==> src/rtl/mips_pkg.sv <==
// ============================================================================
//  Module   : mips_pkg
//  Brief    : Shared constants and fetch-state encoding for the fetch stage.
//  Revision : 1.0 - initial release
// ============================================================================
`default_nettype none

package mips_pkg;

  localparam int          INSTR_W          = 32;
  localparam int          OP_MSB           = 31;
  localparam int          OP_LSB           = 26;
  localparam int          FUNCT_MSB        = 5;
  localparam int          FUNCT_LSB        = 0;
  localparam logic [31:0] PC_INC           = 32'd4;
  localparam logic [31:0] DEFAULT_RESET_PC = 32'h0000_0000;

  typedef enum logic [1:0] {
    FETCH     = 2'd0,
    WAIT_RESP = 2'd1,
    DISCARD   = 2'd2
  } fetch_state_t;

endpackage

`default_nettype wire

==> src/rtl/ifu_fifo.sv <==
// ============================================================================
//  Module   : ifu_fifo
//  Brief    : Small synchronous FIFO holding {pc, instr} pairs; flush wins.
//  Revision : 1.0 - initial release
// ============================================================================
`default_nettype none

module ifu_fifo #(
  parameter int WIDTH = 64,
  parameter int DEPTH = 2
) (
  input  logic                           clk,
  input  logic                           rst_n,
  input  logic                           push,
  input  logic [WIDTH-1:0]               push_data,
  input  logic                           pop,
  input  logic                           flush,
  output logic [WIDTH-1:0]               head,
  output logic [$clog2(DEPTH):0]         count,
  output logic                           empty,
  output logic                           full
);

  localparam int AW = $clog2(DEPTH);
  localparam int CW = AW + 1;

  logic [WIDTH-1:0] r_mem [DEPTH];
  logic [AW-1:0]    r_wr;
  logic [AW-1:0]    r_rd;
  logic [CW-1:0]    r_count;
  logic             w_push;
  logic             w_pop;

  assign w_push = push && !full;
  assign w_pop  = pop && !empty;

  always_ff @(posedge clk or negedge rst_n) begin
    if (!rst_n) begin
      r_wr    <= '0;
      r_rd    <= '0;
      r_count <= '0;
    end else if (flush) begin
      r_wr    <= '0;
      r_rd    <= '0;
      r_count <= '0;
    end else begin
      if (w_push) r_wr <= r_wr + AW'(1);
      if (w_pop)  r_rd <= r_rd + AW'(1);
      if (w_push && !w_pop)      r_count <= r_count + CW'(1);
      else if (!w_push && w_pop) r_count <= r_count - CW'(1);
    end
  end

  // Storage carries no reset; validity is tracked by the count alone.
  always_ff @(posedge clk) begin
    if (w_push && !flush) r_mem[r_wr] <= push_data;
  end

  assign head  = r_mem[r_rd];
  assign count = r_count;
  assign empty = (r_count == '0);
  assign full  = (r_count == CW'(DEPTH));

endmodule

`default_nettype wire

==> src/rtl/instr_fetch_unit.sv <==
// ============================================================================
//  Module   : instr_fetch_unit
//  Brief    : Fetch stage: PC, single-outstanding imem reads, buffer, redirect.
//  Revision : 1.0 - initial release
// ============================================================================
`default_nettype none

module instr_fetch_unit
  import mips_pkg::*;
#(
  parameter logic [31:0] RESET_PC   = DEFAULT_RESET_PC,
  parameter int          FIFO_DEPTH = 2
) (
  input  logic               clk,
  input  logic               rst_n,
  output logic               imem_req,
  output logic [31:0]        imem_addr,
  input  logic               imem_ready,
  input  logic               imem_rvalid,
  input  logic [31:0]        imem_rdata,
  input  logic               branch_taken,
  input  logic [31:0]        branch_target,
  output logic               instr_valid,
  input  logic               instr_ready,
  output logic [INSTR_W-1:0] instr,
  output logic [31:0]        instr_pc,
  output logic [5:0]         Op,
  output logic [5:0]         Funct
);

  localparam int CW = $clog2(FIFO_DEPTH) + 1;

  fetch_state_t  r_state, w_state_nxt;
  logic [31:0]   r_pc, w_pc_nxt;
  logic [31:0]   r_req_pc, w_req_pc_nxt;
  logic          r_active;

  logic          w_push, w_pop, w_flush;
  logic [63:0]   w_head;
  logic [CW-1:0] w_count, w_inflight;
  logic          w_empty, w_full;
  logic          w_outstanding, w_issue, w_accept;
  logic [31:0]   w_target;

  ifu_fifo #(.WIDTH(64), .DEPTH(FIFO_DEPTH)) u_fifo (
    .clk       (clk),
    .rst_n     (rst_n),
    .push      (w_push),
    .push_data ({r_req_pc, imem_rdata}),
    .pop       (w_pop),
    .flush     (w_flush),
    .head      (w_head),
    .count     (w_count),
    .empty     (w_empty),
    .full      (w_full)
  );

  assign w_outstanding = (r_state != FETCH);
  assign w_inflight    = w_count + {{(CW-1){1'b0}}, w_outstanding};
  assign w_target      = branch_target & ~32'h3;

  // Issue sees only registered occupancy, so a downstream pop never gates the request.
  assign w_issue  = r_active && !branch_taken &&
                    (r_state == FETCH || (r_state == WAIT_RESP && imem_rvalid)) &&
                    (w_inflight < CW'(FIFO_DEPTH));
  assign w_accept = w_issue && imem_ready;

  always_comb begin
    w_state_nxt  = r_state;
    w_pc_nxt     = r_pc;
    w_req_pc_nxt = r_req_pc;
    w_push       = 1'b0;
    w_flush      = 1'b0;
    w_pop        = !w_empty && instr_ready && !branch_taken;
    if (branch_taken) begin
      w_flush  = 1'b1;
      w_pc_nxt = w_target;
      if (w_outstanding) w_state_nxt = imem_rvalid ? FETCH : DISCARD;
      else               w_state_nxt = FETCH;
    end else begin
      if (imem_rvalid && r_state == WAIT_RESP) begin
        w_push      = !w_full;
        w_state_nxt = FETCH;
      end
      if (imem_rvalid && r_state == DISCARD) w_state_nxt = FETCH;
      if (w_accept) begin
        w_pc_nxt     = r_pc + PC_INC;
        w_req_pc_nxt = r_pc;
        w_state_nxt  = WAIT_RESP;
      end
    end
  end

  always_ff @(posedge clk or negedge rst_n) begin
    if (!rst_n) begin
      r_state  <= FETCH;
      r_pc     <= RESET_PC;
      r_req_pc <= RESET_PC;
      r_active <= 1'b0;
    end else begin
      r_state  <= w_state_nxt;
      r_pc     <= w_pc_nxt;
      r_req_pc <= w_req_pc_nxt;
      r_active <= 1'b1;
    end
  end

  assign imem_req    = w_issue;
  assign imem_addr   = r_pc;
  assign instr_valid = !w_empty;
  assign instr       = instr_valid ? w_head[31:0]  : '0;
  assign instr_pc    = instr_valid ? w_head[63:32] : '0;
  assign Op          = instr[OP_MSB:OP_LSB];
  assign Funct       = instr[FUNCT_MSB:FUNCT_LSB];

endmodule

`default_nettype wire
==> config.mk <==
export PLATFORM = sky130hd
export DESIGN_NAME = instr_fetch_unit
export DESIGN_NICKNAME = d
export VERILOG_FILES = /design/src/rtl/mips_pkg.sv /design/src/rtl/ifu_fifo.sv /design/src/rtl/instr_fetch_unit.sv
export SDC_FILE = /design/constraint.sdc
export NUM_CORES = 1
export LEC_CHECK = 0
export BUFFER_PORTS_ARGS = -buffer_cell sky130_fd_sc_hd__buf_2
export CAP_MARGIN = 5
export CORE_UTILIZATION = 58
export CTS_CLUSTER_SIZE = 12
export DETAILED_ROUTE_END_ITERATION = 6
export PLACE_DENSITY_LB_ADDON = 0.08
export SYNTH_ARGS = -nofsm -noshare
export SYNTH_HDL_FRONTEND = slang
export SYNTH_SLANG_ARGS = --single-unit
==> constraint.sdc <==
create_clock -name clk -period 8.2 [get_ports clk]
set_input_delay 0 -clock clk [delete_from_list [all_inputs] [get_ports clk]]
set_output_delay 0 -clock clk [all_outputs]
set_load 0.01 [all_outputs]
==> results by stage, run 1 <==
Global route:
- The first-pass GRT wire length is about 27000 um.
- The number of antenna violations at the first check in global routing is 0.
- Global routing used between 20% and 30% of the available tracks.
- Global routing finished with a remaining overflow of 0.
- Entering global routing, the biggest net connects roughly 70 pins.
- The number of global-route vias before repair came to roughly 5600.

Timing:
- The minimum clock period after layout is approximately 2.7 ns.
- The tightest slew margin relative to the limit is approximately a quarter.
- The final-report hold violation count is 0.
- The max-slew violation count is 0.
- Across the routed clock network, the largest skew measured is around 0.0084 ns.
- The final critical-path share of the clock period is about a third.
- The number of failing setup endpoints in the final timing report is 0.
- The achievable frequency is between 300 and 400 MHz.
- Setup repair after global routing left no endpoint under its margin.
- The setup TNS after final layout is 0 ns.
- For the pin with the worst max-slew slack, the measured transition is around 1.1 ns.

Synthesis:
- Synthesis inferred approximately 190 register bits.
- The number of different library cells in the post-synthesis netlist is 46.
- The average instance in the mapped netlist occupies between 10 and 15 um^2.
- The post-synthesis instance area is ~8000 um^2.
- The dominant register cell in the synthesized netlist is edfxtp_1.
- In the synthesized netlist the async set-or-reset flop fraction comes to a little over a third.
- For this run, the number of Yosys warnings is 0.
- The cell count after synthesis is 652.
- The count of flip-flops with a built-in enable after synthesis is roughly 120.
- The post-synthesis sequential area ratio is 67.1%.

Die:
- The number of placement rows is between 40 and 50.
- The effective utilization at floorplan is between 60% and 70%.
- The area of the die is 14300 um^2.
- The height of the die is around 120 um.
- The core area is 13400 um^2.
- From left edge to right edge, the die measures about 120 um.
- The number of ports placed on the die boundary is 180.

Clock tree:
- The clock tree buffer depth is 2.
- Clock-pin slew was measured on the worst setup and hold paths at about 0.070 ns.
- The count of H-tree levels built during CTS is 4.
- The TritonCTS buffer count is 17.
- The clock root buffer is clkbuf_16.
- The CTS tree is done.
- The clock sink count is between 150 and 200.
- The clock latency reported for the late side of the worst-skew pair is between 0.4 and 0.5 ns.

Worst setup path:
- The critical setup path kind is reg -> reg.
- The data arrival time of the worst path is 2.99 ns.
- In this run the worst path has a maximum fanout of 59.
- The kind of capture point of the worst setup path is a register.
- STA classifies the critical path startpoint as a register.
- The data required time of the worst path is approximately 8.5 ns.

Hold path:
- The worst hold path class is in -> reg.

Pwr:
- The cell area power density is approximately 220 nW/um^2.
- The maximum resistive drop on vdd is between 0.15 and 0.2 mV.
- Summed over all cells, the static leakage comes to 4.24 nW.

Routing:
- The via count is between 5000 and 6000.
- The DRC marker count from the first detailed-route iteration is 503.
- For this block, the routed nets add up to approximately 17000 um of wire.
- After detailed routing, the average wire length per cell comes to between 15 and 20 um.
- The detailed-route vias per instance is between 5 and 6.
- After detailed routing, the number of remaining DRC violations is 0.
- Once detail routing completed, the nets flagged for antenna violations numbered 0.
- The number of iterations in the first detailed-routing pass is 7.

Placed design:
- The final weighted congestion of routability-driven global placement is ~0.87.
- The number of port buffers is 173.
- The cell area after placement is 8960 um^2.
- After legalization and detailed placement, the total HPWL measured roughly 10000 um.

Run:
- The number of maximum-capacitance constraint violations is 0.

Layout:
- The filler cell count in the final layout is 891.
- The antenna diode instance count is 0.
- The share of layout cells above drive strength 1 is between 20% and 30%.
- Leaving out fill and tap cells, the most frequent cells in the layout are 173 x buf_2, 124 x edfxtp_1, 111 x nand2_1, 76 x nor2_1.
- The area growth from synthesis to layout is 26.9%.
- The finished cells cover approximately 10000 um^2.
- The final net count is 943.
- The library cell used most frequently in the layout, excluding fill and tap cells, is buf_2.

Status:
- The run finished with clean final reports.
[worst max-delay path, stage by stage (launching register included)]
cell and delay, ns:
dfrtp_1 0.48, and3_1 0.19, o2111ai_1 0.10, buf_4 0.19, inv_2 0.10, nand2_2 0.59, or4_1 0.71, a31oi_1 0.17
[metrics by stage]
stage | total power, mW | setup WS (ns) | utilization, % | hold WS, ns | instances
final | 2.25 | 5.55 | 76.2 | 0.0281 | 1060
after global routing | 2.34 | 5.34 | 76.2 | 0.0595 | 1060
after CTS | 2.26 | 5.54 | 76.2 | 0.0195 | 1060
after detailed placement | 1.43 | 5.48 | 66.8 | 0.192 | 962
after global placement | 1.42 | 5.46 | 66.8 | 0.188 | 962
after floorplan | 1.33 | 4.41 | - | -0.296 | 655
[worst paths after layout]
check | start | end | slack [ns] | cells past startpoint
setup / recovery | u_fifo.count[0] | imem_addr[27] | 5.55 | 7
hold / removal | imem_ready | r_req_pc[20] | 0.03 | 3
setup reg to reg | u_fifo.count[0] | imem_addr[27] | 5.55 | 7
hold reg to reg | r_req_pc[8] | u_fifo.r_mem[1][40] | 0.47 | 0
max in group asynchronous | rst_n | u_fifo.r_rd | 7.24 | 3
min in group asynchronous | rst_n | r_req_pc[9] | 0.30 | 3
[flip-flops by register name, indices dropped and copies added, names as in the netlist]
register      flops
u_fifo.r_mem    124
imem_addr        30
r_req_pc         30
r_state           2
u_fifo.count      2
r_active          1
u_fifo.r_rd       1
u_fifo.r_wr       1
[Yosys cell counts (5+ instances only)]
master	n	area [um^2]
edfxtp_1	124	3720
o21ai_0	21	105
mux2i_1	63	631
clkbuf_1	21	78.8
nor3_1	6	30.0
a31oi_1	7	43.8
buf_4	16	120
o211ai_1	9	67.6
nand2_1	111	417
inv_1	12	45.0
dfrtp_1	67	1680
a21oi_1	8	40.0
nor2_1	78	293
xnor2_1	7	61.3
buf_2	9	45.0
nand3_1	15	75.1
or4_1	9	67.6
nand4_1	9	56.3
or3_1	5	31.3
[metal layers]
metal	wire length (um)	GRT usage (%)
met1	7170	31.0
met2	8380	40.9
met3	987	4.52
met4	383	9.84
met5	0	0
[where the power goes]
group	leakage [nW]	internal [mW]	switching (mW)	total [mW]
Sequential	1.95	1.11	0.0727	1.19
Clock	0.291	0.483	0.329	0.812
Combinational	1.99	0.117	0.139	0.256
[repair_timing]
| action | in CTS | in global routing |
|---|---|---|
| hold endpoints to repair | 164 | 0 |
| buffers inserted | 0 | 0 |
| resized for setup | 0 | 0 |
| hold buffers | 66 | 0 |
[cells by family after synthesis]
| group | after synthesis | synth area share [%] |
|---|---|---|
| other cells | 2 | 0.0933 |
| simple gates | 258 | 14.6 |
| compound gates | 63 | 5.10 |
| buf+inv | 62 | 3.78 |
| mux | 63 | 7.84 |
| flops | 191 | 67.1 |
| fa+ha+maj | 2 | 0.311 |
| xor+xnor | 11 | 1.20 |
[cell type report]
type / count / area (um^2) / area share, %
Sequential cell: 191 / 5400 / 52.9
Multi-Input combinational cell: 402 / 2370 / 23.2
Timing Repair Buffer: 245 / 1570 / 15.4
Clock buffer: 24 / 492 / 4.81
Tap cell: 176 / 220 / 2.16
Clock inverter: 8 / 104 / 1.02
Inverter: 14 / 52.6 / 0.515
Note: power is estimated with default switching activity, not from simulation.
==> run 2: changes to the inputs <==
--- a/config.mk
+++ b/config.mk
@@ -5,9 +5,10 @@
 export SDC_FILE = /design/constraint.sdc
 export NUM_CORES = 1
 export LEC_CHECK = 0
+export ABC_AREA = 1
 export BUFFER_PORTS_ARGS = -buffer_cell sky130_fd_sc_hd__buf_2
 export CAP_MARGIN = 5
-export CORE_UTILIZATION = 58
+export CORE_UTILIZATION = 55
 export CTS_CLUSTER_SIZE = 12
 export DETAILED_ROUTE_END_ITERATION = 6
 export PLACE_DENSITY_LB_ADDON = 0.08
==> constraint.sdc (replaced) <==
create_clock -name clk -period 2.5 [get_ports clk]
set_input_delay 0 -clock clk [delete_from_list [all_inputs] [get_ports clk]]
set_output_delay 0 -clock clk [all_outputs]
set_load 0.01 [all_outputs]
==> run 2 against run 1 <==
Compared with the run above:
- sequential share of layout area down 1.9 points
- routed wire length grew 14%
- synthesized cell count rose by 33%
- clock skew decreased by 0.0010 ns
- combinational power increased to 4.6 times the previous value
- critical endpoint is now instr[13]
- largest cell class unchanged
- largest power group unchanged
- highest routed layer unchanged
==> results by stage, run 2 <==
Status:
- The flow ran to the end, and the final reports show no timing, DRC or antenna violations.

Timing:
- The final worst clock skew is about 0.0074 ns.
- The tightest slew margin relative to the limit is approximately 54%.
- The minimum clock period after layout is approximately 2.0 ns.
- Setup violations remaining at the end of the flow were counted as 0.
- The max-slew violation count was 0.
- Adding up every negative setup slack in the final design gives 0 ns.
- At the pin with the least slew margin, the transition time is about 0.69 ns.
- Setup repair after global routing left no endpoint under its margin.
- The worst hold slack across all endpoints is around 0.07 ns.
- The final-report hold violation count is 0.
- Timing would allow up to approximately 510 MHz.
- Of the available clock period, the critical path in the final layout requires 78.5%.

Layout:
- The leading cell type in the layout, fill and taps excluded is nand2_1.
- The library cells used most frequently in the layout, excluding fill and tap cells, are 326 x nand2_1, 173 x buf_2, 124 x edfxtp_1, 68 x a21oi_1, 67 x dlygate4sd3_1.
- The area growth from synthesis to layout is 25.7%.
- The share of layout cells above drive strength 1 is a little over a fifth.
- The register with the most flip-flops is u_fifo.r_mem.
- 0 antenna diodes ended up in the layout.
- The register with the most flip-flops in the layout has around 120 of them.
- For this run, the post-layout net count is approximately 1200.

Routing:
- For this run, the detailed router's first-pass iteration total came to 5.
- Dividing the detail-routed wire length by the instance count gives 15.0 um.
- The detailed-route vias per instance is ~5.2.
- The via count is approximately 6700.
- The DRC marker count from the first detailed-route iteration is 519.
- After detailed routing, the number of remaining DRC violations is 0.
- The total length of routed wires is about 19000 um.
- The final antenna-violating net count is 0.

Worst setup path:
- For the worst setup path, the data required time is between 2 and 3 ns.
- Walking the worst path, the cells encountered are inv_2, buf_4, nand2_1, a21oi_1, buf_2.
- The largest delay contributor family on the critical path is buffers and inverters.
- The critical path's slowest cell is dfrtp_2.
- Counting both buffers and inverters, the worst setup path holds a total of 3.
- The critical path in this run is classified as reg -> out.
- The largest single stage delay on the critical path is just over 0.4 ns.
- The worst-path maximum fanout is 27.
- The type of origin of the critical path is a register.
- The data arrival time of the worst path is 1.96 ns.
- STA classifies the critical path endpoint as an output pin.

Synthesis:
- The post-synthesis sequential area ratio is between 60 and 70%.
- The library cell with the highest instance count after synthesis is nand2_1.
- Counting flops with an async set or reset pin after synthesis yields a share of a little over a third.
- The count of flip-flops with a built-in enable after synthesis is around 120.
- The cell count after synthesis is between 800 and 900.
- Yosys attributes the largest share of cell area to edfxtp_1 44%, dfrtp_1 20%, nand2_1 15%.
- In this run the mean area of a mapped cell was just under 10 um^2.
- The cell taking the most area after synthesis is edfxtp_1.
- The most used flip-flop cell after synthesis is edfxtp_1.
- The commonest cells after synthesis are 326 x nand2_1, 124 x edfxtp_1, 68 x a21oi_1.
- The post-synthesis instance area is ~8400 um^2.
- The area fraction of the dominant cell type after synthesis is between 40 and 50%.
- The total of flip-flops plus latches after synthesis is 191.
- During synthesis, Yosys emitted a total of 0 warnings.
- Counting distinct cell types in the post-synthesis netlist gives 33.

Clock tree:
- The clock-pin slew on the worst setup and hold paths is approximately 0.07 ns.
- In this run the clock root is driven by a clkbuf_16.
- Post-CTS repair changed the size of 0 cells.
- The count of H-tree levels built during CTS is 4.
- The clock drives between 150 and 200 sinks.
- TritonCTS built the clock tree.
- Once the clock tree was built, the setup fixing pass inserted 0 buffers.
- Buffers inserted during clock tree synthesis total 17.
- The clock tree buffer depth is 2.
- The clock latency reported for the late side of the worst-skew pair is between 0.4 and 0.5 ns.

Global route:
- The number of antenna violations at the first check in global routing is 0.
- The remaining global-route overflow is 0.
- The number of global-route vias before repair was slightly above 6000.
- Entering global routing, the biggest net connects 66 pins.
- The first-pass GRT wire length is between 30000 and 40000 um.
- The global router's overall resource usage is about a quarter.

Pwr:
- The maximum resistive drop on vdd is ~0.50 mV.
- The cell area power density is around 730 nW/um^2.
- The static leakage power is around 4.7 nW.
- The design draws 7.77 mW.

Die:
- From bottom edge to top edge, the die measures between 100 and 150 um.
- The number of ports placed on the die boundary is 180.
- Once the floorplan was initialized, standard cells occupied between 50% and 60% of the core.
- In this run the standard cell core region covers roughly 15000 um^2.
- The area of the die is around 16000 um^2.
- The floorplan step set the die width to 126 um.
- In this run the core area contains 44 standard-cell rows.

Run:
- Max-cap violations in this run came to 0.

Hold path:
- The worst hold path class is in -> reg.

Placed design:
- During placement, the flow inserted port buffers numbering around 170.
- The congestion estimate from routability-driven global placement came to approximately 0.93.
- Once detailed placement completed, the half-perimeter wirelength came to ~12000 um.
==> run 2: routing by layer <==
metal | part of all wire (%) | vias to the layer above | global-route usage, %
li1 | - | 3285 | -
met1 | 45 | 3125 | 34.2
met2 | 47 | 232 | 41.4
met3 | 6.0 | 27 | 4.42
met4 | 1.8 | 0 | 8.93
met5 | 0 | - | 0
==> run 2: what timing repair did <==
| item | in CTS | in global routing |
|---|---|---|
| hold endpoints to repair | 165 | 0 |
| endpoints found under the setup margin | 0 | 0 |
| hold buffers | 67 | 0 |
==> run 2: area by class of cell <==
| cell class | count | area, um^2 |
|---|---|---|
| clock buffer | 21 | 440 |
| timing repair buffer | 251 | 1660 |
| tap | 184 | 230 |
| multi-input combinational | 581 | 2560 |
| clock inverter | 11 | 116 |
| fill | 1098 | 4170 |
| inverter | 46 | 178 |
| sequential | 191 | 5400 |
==> run 2: final timing paths <==
kind,startpoint,endpoint,slack [ns],depth (start not counted)
worst max-delay path,u_fifo.r_rd,instr[13],0.54,5
worst min-delay path,branch_taken,u_fifo.r_rd,0.07,3
worst max register to register,u_fifo.count[0],u_fifo.r_mem[0][23],0.57,7
worst min register to register,r_req_pc[25],u_fifo.r_mem[0][57],0.48,0
max in group asynchronous,rst_n,u_fifo.r_wr,1.85,3
min in group asynchronous,rst_n,u_fifo.count[1],0.15,3
==> run 2: kinds of logic after synthesis <==
kind of cell / share of synthesized area, %
XOR/XNOR: 0.936
flip-flops: 64.1
AO/OA/AOI/OAI: 6.46
AND/OR/NAND/NOR: 22.2
buffers and inverters: 5.84
adder cells (fa/ha/maj): 0.297
other: 0.0892
==> run 2: worst min-delay path, cell delays in order <==
cell and delay [ns]:
buf_2 0.11, buf_4 0.22, nor2_1 0.13
==> run 2: power breakdown <==
part           leakage (nW)  total [mW]  switching [mW]  internal (mW)
logic                  2.49        1.19           0.720          0.469
registers              1.96        4.02           0.272           3.75
clock network         0.259        2.57            1.10           1.46
total                  4.71        7.77            2.09           5.68
==> run 2: stage by stage <==
step                      utilization (%)  instance area (um^2)  worst slack [ns]  cells
after floorplan                         -                  8450            -0.502    871
after global placement               63.4                  9360             0.618   1186
after detailed placement             63.4                  9360             0.602   1186
after CTS                            71.7                 10600             0.491   1285
after global routing                 71.7                 10600             0.368   1285
final                                71.7                 10600             0.538   1285
